`src/rtl/sd_clk_pkg.sv`:
```
// Shared types and default constants for the SD bus clock generator.
package sd_clk_pkg;

   typedef enum logic {MODE_SLOW = 1'b0, MODE_FAST = 1'b1} mode_t;
   typedef enum logic {ST_RUN = 1'b0, ST_PARKED = 1'b1} clk_state_t;

   localparam int          HALF_SLOW_DEF = 64;
   localparam int          HALF_FAST_DEF = 2;
   localparam logic [7:0]  INIT_END_DEF  = 8'h70;

   // Idle (0) and every post-initialisation state run at the fast rate.
   function automatic mode_t req_mode(input logic [7:0] state,
                                      input logic [7:0] init_end,
                                      input logic       force_fast);
      if (force_fast || state == 8'h00 || state >= init_end)
         return MODE_FAST;
      return MODE_SLOW;
   endfunction

endpackage

```
`src/rtl/sd_clk_gen.sv`:
```
// SD bus clock generator: slow/fast rates switched only at a falling edge, glitch-free park.
// Optional edge strobes are built when SDCLK_STROBE_EN is defined.
module sd_clk_gen
   import sd_clk_pkg::*;
#(
   parameter int         CNT_W     = 8,
   parameter int         HALF_SLOW = HALF_SLOW_DEF,
   parameter int         HALF_FAST = HALF_FAST_DEF,
   parameter logic [7:0] INIT_END  = INIT_END_DEF
) (
   input  logic       CLKin,
   input  logic       Reset,
   input  logic [7:0] State,
   input  logic       ForceFast,
   input  logic       Stop,
   output logic       CLKout,
   output logic       RiseStb,
   output logic       FallStb,
   output logic       FastActive,
   output logic       Stopped
);

   localparam logic [CNT_W-1:0] SLOW_TC = CNT_W'(HALF_SLOW - 1);
   localparam logic [CNT_W-1:0] FAST_TC = CNT_W'(HALF_FAST - 1);

   clk_state_t       state_q, state_d;
   mode_t            mode_q, mode_d;
   mode_t            req;
   logic [CNT_W-1:0] cnt_q, cnt_d;
   logic [CNT_W-1:0] tc_val;
   logic             clk_q, clk_d;
   logic             tc;

   always_ff @(posedge CLKin or negedge Reset) begin
      if (!Reset) begin
         state_q <= ST_RUN;
         mode_q  <= MODE_SLOW;
         cnt_q   <= '0;
         clk_q   <= 1'b0;
      end else begin
         state_q <= state_d;
         mode_q  <= mode_d;
         cnt_q   <= cnt_d;
         clk_q   <= clk_d;
      end
   end

   always_comb begin
      req     = req_mode(State, INIT_END, ForceFast);
      tc_val  = (mode_q == MODE_FAST) ? FAST_TC : SLOW_TC;
      tc      = (cnt_q == tc_val);
      state_d = state_q;
      mode_d  = mode_q;
      cnt_d   = cnt_q;
      clk_d   = clk_q;
      case (state_q)
         ST_RUN: begin
            if (tc) begin
               cnt_d = '0;
               if (clk_q) begin
                  // Rate may only change here so a high phase never gets cut short.
                  clk_d  = 1'b0;
                  mode_d = req;
               end else if (Stop) begin
                  state_d = ST_PARKED;
               end else begin
                  clk_d = 1'b1;
               end
            end else begin
               cnt_d = cnt_q + 1'b1;
            end
         end
         ST_PARKED: begin
            mode_d = req;
            cnt_d  = '0;
            if (!Stop)
               state_d = ST_RUN;
         end
         default: state_d = ST_RUN;
      endcase
   end

   assign CLKout     = clk_q;
   assign FastActive = (mode_q == MODE_FAST);
   assign Stopped    = (state_q == ST_PARKED);

`ifdef SDCLK_STROBE_EN
   logic rise_q, rise_d;
   logic fall_q, fall_d;

   always_comb begin
      rise_d = clk_d & ~clk_q;
      fall_d = ~clk_d & clk_q;
   end

   always_ff @(posedge CLKin or negedge Reset) begin
      if (!Reset) begin
         rise_q <= 1'b0;
         fall_q <= 1'b0;
      end else begin
         rise_q <= rise_d;
         fall_q <= fall_d;
      end
   end

   assign RiseStb = rise_q;
   assign FallStb = fall_q;
`else
   assign RiseStb = 1'b0;
   assign FallStb = 1'b0;
`endif

endmodule

```
`config.mk`:
```
export PLATFORM = sky130hd
export DESIGN_NAME = sd_clk_gen
export DESIGN_NICKNAME = d
export VERILOG_FILES = /design/src/rtl/sd_clk_pkg.sv /design/src/rtl/sd_clk_gen.sv
export SDC_FILE = /design/constraint.sdc
export NUM_CORES = 1
export LEC_CHECK = 0
export ABC_AREA = 1
export CAP_MARGIN = 15
export CORE_AREA = 3 3 43 45
export CTS_CLUSTER_DIAMETER = 60
export DETAILED_ROUTE_END_ITERATION = 10
export DIE_AREA = 0 0 46 48
export PLACE_DENSITY = 0.74
export SLEW_MARGIN = 10
export SYNTH_ARGS = -nofsm -noshare
export SYNTH_HDL_FRONTEND = slang
export SYNTH_SLANG_ARGS = --single-unit
```
`constraint.sdc`:
```
create_clock -name CLKin -period 1.63 [get_ports CLKin]
set_input_delay 0.326 -clock CLKin [delete_from_list [all_inputs] [get_ports CLKin]]
set_output_delay 0.326 -clock CLKin [all_outputs]
set_load 0.01 [all_outputs]
```
After elaboration in Yosys (flattened, before gate mapping) --
Cells that the tools add are included. W data, S select, Z words.
Word-level totals: register bits after elaboration 11, input bits 12, output and inout bits 5
Operators by class: equal/unequal tests 3, bitwise gates (word level) 1, add/sub/neg operators 1, reduce and logical (&&, ||, !) cells 5, $lt $le $gt $ge 1, multiplexer cells 15
Operators by type and width (number):
- $pmux W8 S2 | 1
- $mux W1 | 10
- $add A8 B1 Y8 const B | 1
- $eq A8 B6 Y1 | 1
- $ge A8 B7 Y1 const B | 1
- $logic_not A8 Y1 | 1
- $mux W8 | 1
- $mux W6 | 1
- $ne A2 B2 Y1 const B | 2
- $pmux W1 S2 | 2
- $reduce_and A2 Y1 | 2
- $logic_or A1 B1 Y1 | 2
- $not A1 Y1 | 1

Longest topological paths before layout --
word-level depth 8, gate-level depth with buffers 9, depth with buffers taken out 9

Worst setup path before layout --
No wires, ideal clock.
kind reg2reg, start register cnt_q[1], end register cnt_q[6], cell stages (with the launch flop) 7, setup slack 0.461 ns, data arrival time 1.051 ns, buffers on the path 0, setup time 0.118 ns, clock period less this slack 1.169 ns, path through dfrtp_1 > ha_1 > nand3_1 > nor2_2 > nand2_1 > xor2_1 > nor2_1
On the way: longest elaborated chain between the ends 3, elaborated cells between the ends (all ways) 4, classes of those cells add/sub: 1; eq/ne: 1; mux: 2
Ends and longest elaborated chain:
- start: declaration | RTL line sd_clk_gen.sv:29 | logic [CNT_W-1:0] cnt_q, cnt_d;
- start signal: assignment | RTL line sd_clk_gen.sv:43 | cnt_q <= cnt_d;
- $add A8 B1 Y8 or $eq A8 B6 Y1 (tied branches) | RTL line sd_clk_gen.sv:70, sd_clk_gen.sv:51
- $mux W8 (*) | RTL line sd_clk_gen.sv:58 | if (tc) begin
- $pmux W8 S2 (*) | RTL line sd_clk_gen.sv:56 | case (state_q)
- via cnt_d[6] | RTL line sd_clk_gen.sv:29
The timed path passes the listed nets; every way through them passes the cells marked *. A chain may end at the register's enable or synchronous reset.

Worst setup path in the final report --
start register mode_q, in the netlist FastActive, end output port FastActive
RTL lines:
- start: declaration | RTL line sd_clk_gen.sv:27 | mode_t mode_q, mode_d;
- start signal: assignment | RTL line sd_clk_gen.sv:42 | mode_q <= mode_d;
- end: declaration | RTL line sd_clk_gen.sv:19 | output logic FastActive,
No word-level cell between the ends.

==> metrics.yaml <==
drt:
  drcViolationCount: 0
  drtAntennaViolNets: 0
  highest_layer: "met4"
  drt_iter0_markers: 13
  vias: 619
  wl_met3_um: 58
  wl_met2_um: 708
  drt_wl_total_um: 1403
  viasPerCell: 4.836
  routedLengthMet1_um: 619
  wl_per_cell_um: 10.96
  firstDrtPassIters: 4
timing:
  fin_skew_ns: 0.008817
  maxSlewViolCount: 0
  rsz0062_at_grt: "no"
  finalWorstPathRequiredPeriod_ns: 1.555
  finalSetupViolCount: 0
  fin_tns_setup_ns: 0
  hold_viol: 0
  period_share: 0.9541
  maxClockFrequency_mhz: 643.0
logic_synthesis:
  ys_warn_count: 0
  syn-cell-area_sq_um: 700.7
  synthCells: 95
  netlist.area_leader.share: 0.3929
  ys_ff_latch: 11
  synth_area_leaders: "dfrtp_1 (39%), nand2_1 (12%), nor2_1 (8.0%)"
  avgSynthCellArea_sq_um: 7.375
  yosysTopAreaCell: "dfrtp_1"
  synthDistinctLibCells: 23
  yosysSeqAreaShare: 0.3929
grt:
  grt_pass1_wl_um: 2277
  grt_overflow: 0
  grt_start_max_net_pins: 12
  first_global_vias: 576
  antenna_found_initial: 0
  grtUsageTotal: 0.1474
finish:
  nFillCells: 141
  multi_input_area_sq_um: 361.6
  area_delta_synth_final_pct: 25.36
  final_common_cell: "nand2_1"
  seqCellArea_sq_um: 277.8
  final_util: 0.5831
  nNetsFinal: 126
  drive_gt1_frac: 0.1518
  diodes: 0
  layout_common_cells: "nand2_1 (23), nor2_1 (15), clkdlybuf4s50_1 (14), inv_1 (13)"
clock_tree:
  cts_root_buf: "clkbuf_4"
  ctsHoldBuffers: 0
  cts_buffers: 3
  cts.reportedPaths.clkPinSlew_ns: 0.07
  tritoncts: "built"
  cts_sinks: 11
  cts_buffer_depth: 2
  clock_latency_ns: 0.26
  cts_max_level: 1
worst_setup_path:
  cpLargestDelayFamily: "buffers and inverters"
  crit_buf_inv: 1
  start_kind: "register"
  worstPathRequired_ns: 1.30
  critPathKind: "reg2out"
  cp_slowest_cell: "clkdlybuf4s50_1"
  cp.arrival_ns: 1.23
  crit_path_max_fanout: 7
  crit_path_end_kind: "primary output"
  critPathMaxStageDelay_ns: 0.55
  path_cells: "clkdlybuf4s50_1"
floorplanning:
  ios: 17
  start_util: 0.4651
  die-area_sq_um: 2208
  dieWidth_um: 46
  core-area_sq_um: 1506
  rows: 14
  fp.dieH_um: 48
power:
  irDropWorstVdd_mv: 0.9698
  p_leak_nw: 0.4215
  pwr_density_cell_nw_per_um2: 1607
  p_total_mw: 1.411
placement:
  hpwl_um: 1137
  gp_congestion: 0.8464
  port_buffers: 14
min_path:
  hp-class: "in2async"
outcome:
  outcome: "completed"
run:
  maxCapViolCount: 0
==> Yosys cell counts (all sizes together) <==
master / number
nand2: 25
nor2: 18
inv: 14
nand3: 13
dfrtp: 11
o21ai: 4
buf: 2
nor3: 2
conb: 1
ha: 1
nand4: 1
or2: 1
xnor2: 1
xor2: 1
==> path summary, 6_finish.rpt <==
check / from / end / slack [ns] / depth (start not counted)
max: FastActive$_DFFE_PN0P_ / FastActive / 0.07 / 1
min: Reset / cnt_q[4]$_DFF_PN0_ / 0.39 / 1
max reg2reg: cnt_q[1]$_DFF_PN0_ / cnt_q[6]$_DFF_PN0_ / 0.29 / 6
min reg2reg: Stopped$_DFF_PN0_ / cnt_q[7]$_DFF_PN0_ / 0.51 / 1
max in group asynchronous: Reset / Stopped$_DFF_PN0_ / 0.87 / 1
min in group CLKin: Stopped$_DFF_PN0_ / cnt_q[7]$_DFF_PN0_ / 0.51 / 1
==> report_power, final <==
group	internal (mW)	total (mW)	switching, mW
logic	0.294	0.701	0.407
registers	0.389	0.536	0.148
clock network	0.0942	0.174	0.0798
==> per-layer routing <==
metal / vias up / GRT usage
li1: 325 / -
met1: 279 / 0.1812
met2: 13 / 0.2445
met3: 2 / 0.02256
met4: 0 / 0.08523
met5: - / 0
==> kinds of logic (layout without fill, tap and decap cells) <==
family / Yosys count / after routing / synth area share
AO/OA/AOI/OAI: 4 / 4 / 0.02857
XOR/XNOR: 2 / 2 / 0.02500
adder cells (fa/ha/maj): 1 / 1 / 0.01785
buffers and inverters: 16 / 32 / 0.09642
flip-flops: 11 / 11 / 0.3929
other: 1 / 2 / 0.005352
AND/OR/NAND/NOR: 60 / 60 / 0.4339
==> state kept, by name, indices dropped and copies added (netlist names) <==
signal      cells
CLKout          1
cnt_q           8
FastActive      1
Stopped         1
==> final cells by class <==
cell class / count / share of cell area
multi-input combinational: 69 / 0.4117
clock buffer: 4 / 0.02991
inverter: 14 / 0.05983
sequential: 11 / 0.3162
timing repair buffer: 14 / 0.1595
tap: 16 / 0.02279
==> what timing repair did <==
item	4_1_cts	5_1_grt
setup endpoints to repair	0	2
endpoints found under the hold margin	0	0
resized for setup	0	2
setup buffers	0	0
==> stage by stage <==
| stage | hold slack [ns] | setup WS [ns] | instances | area [sq um] |
|---|---|---|---|---|
| CTS | 0.4030 | 0.009255 | 128 | 875.8 |
| detailed placement | 0.5375 | 0.2899 | 124 | 849.6 |
| global route | 0.4080 | 0.008579 | 128 | 878.3 |
| global placement | 0.5254 | 0.3110 | 124 | 849.6 |
| finish | 0.3898 | 0.07489 | 128 | 878.3 |
| floorplan | 0.03041 | 0.4607 | 96 | 704.4 |
No activity file was read; power rests on OpenSTA's default activity.
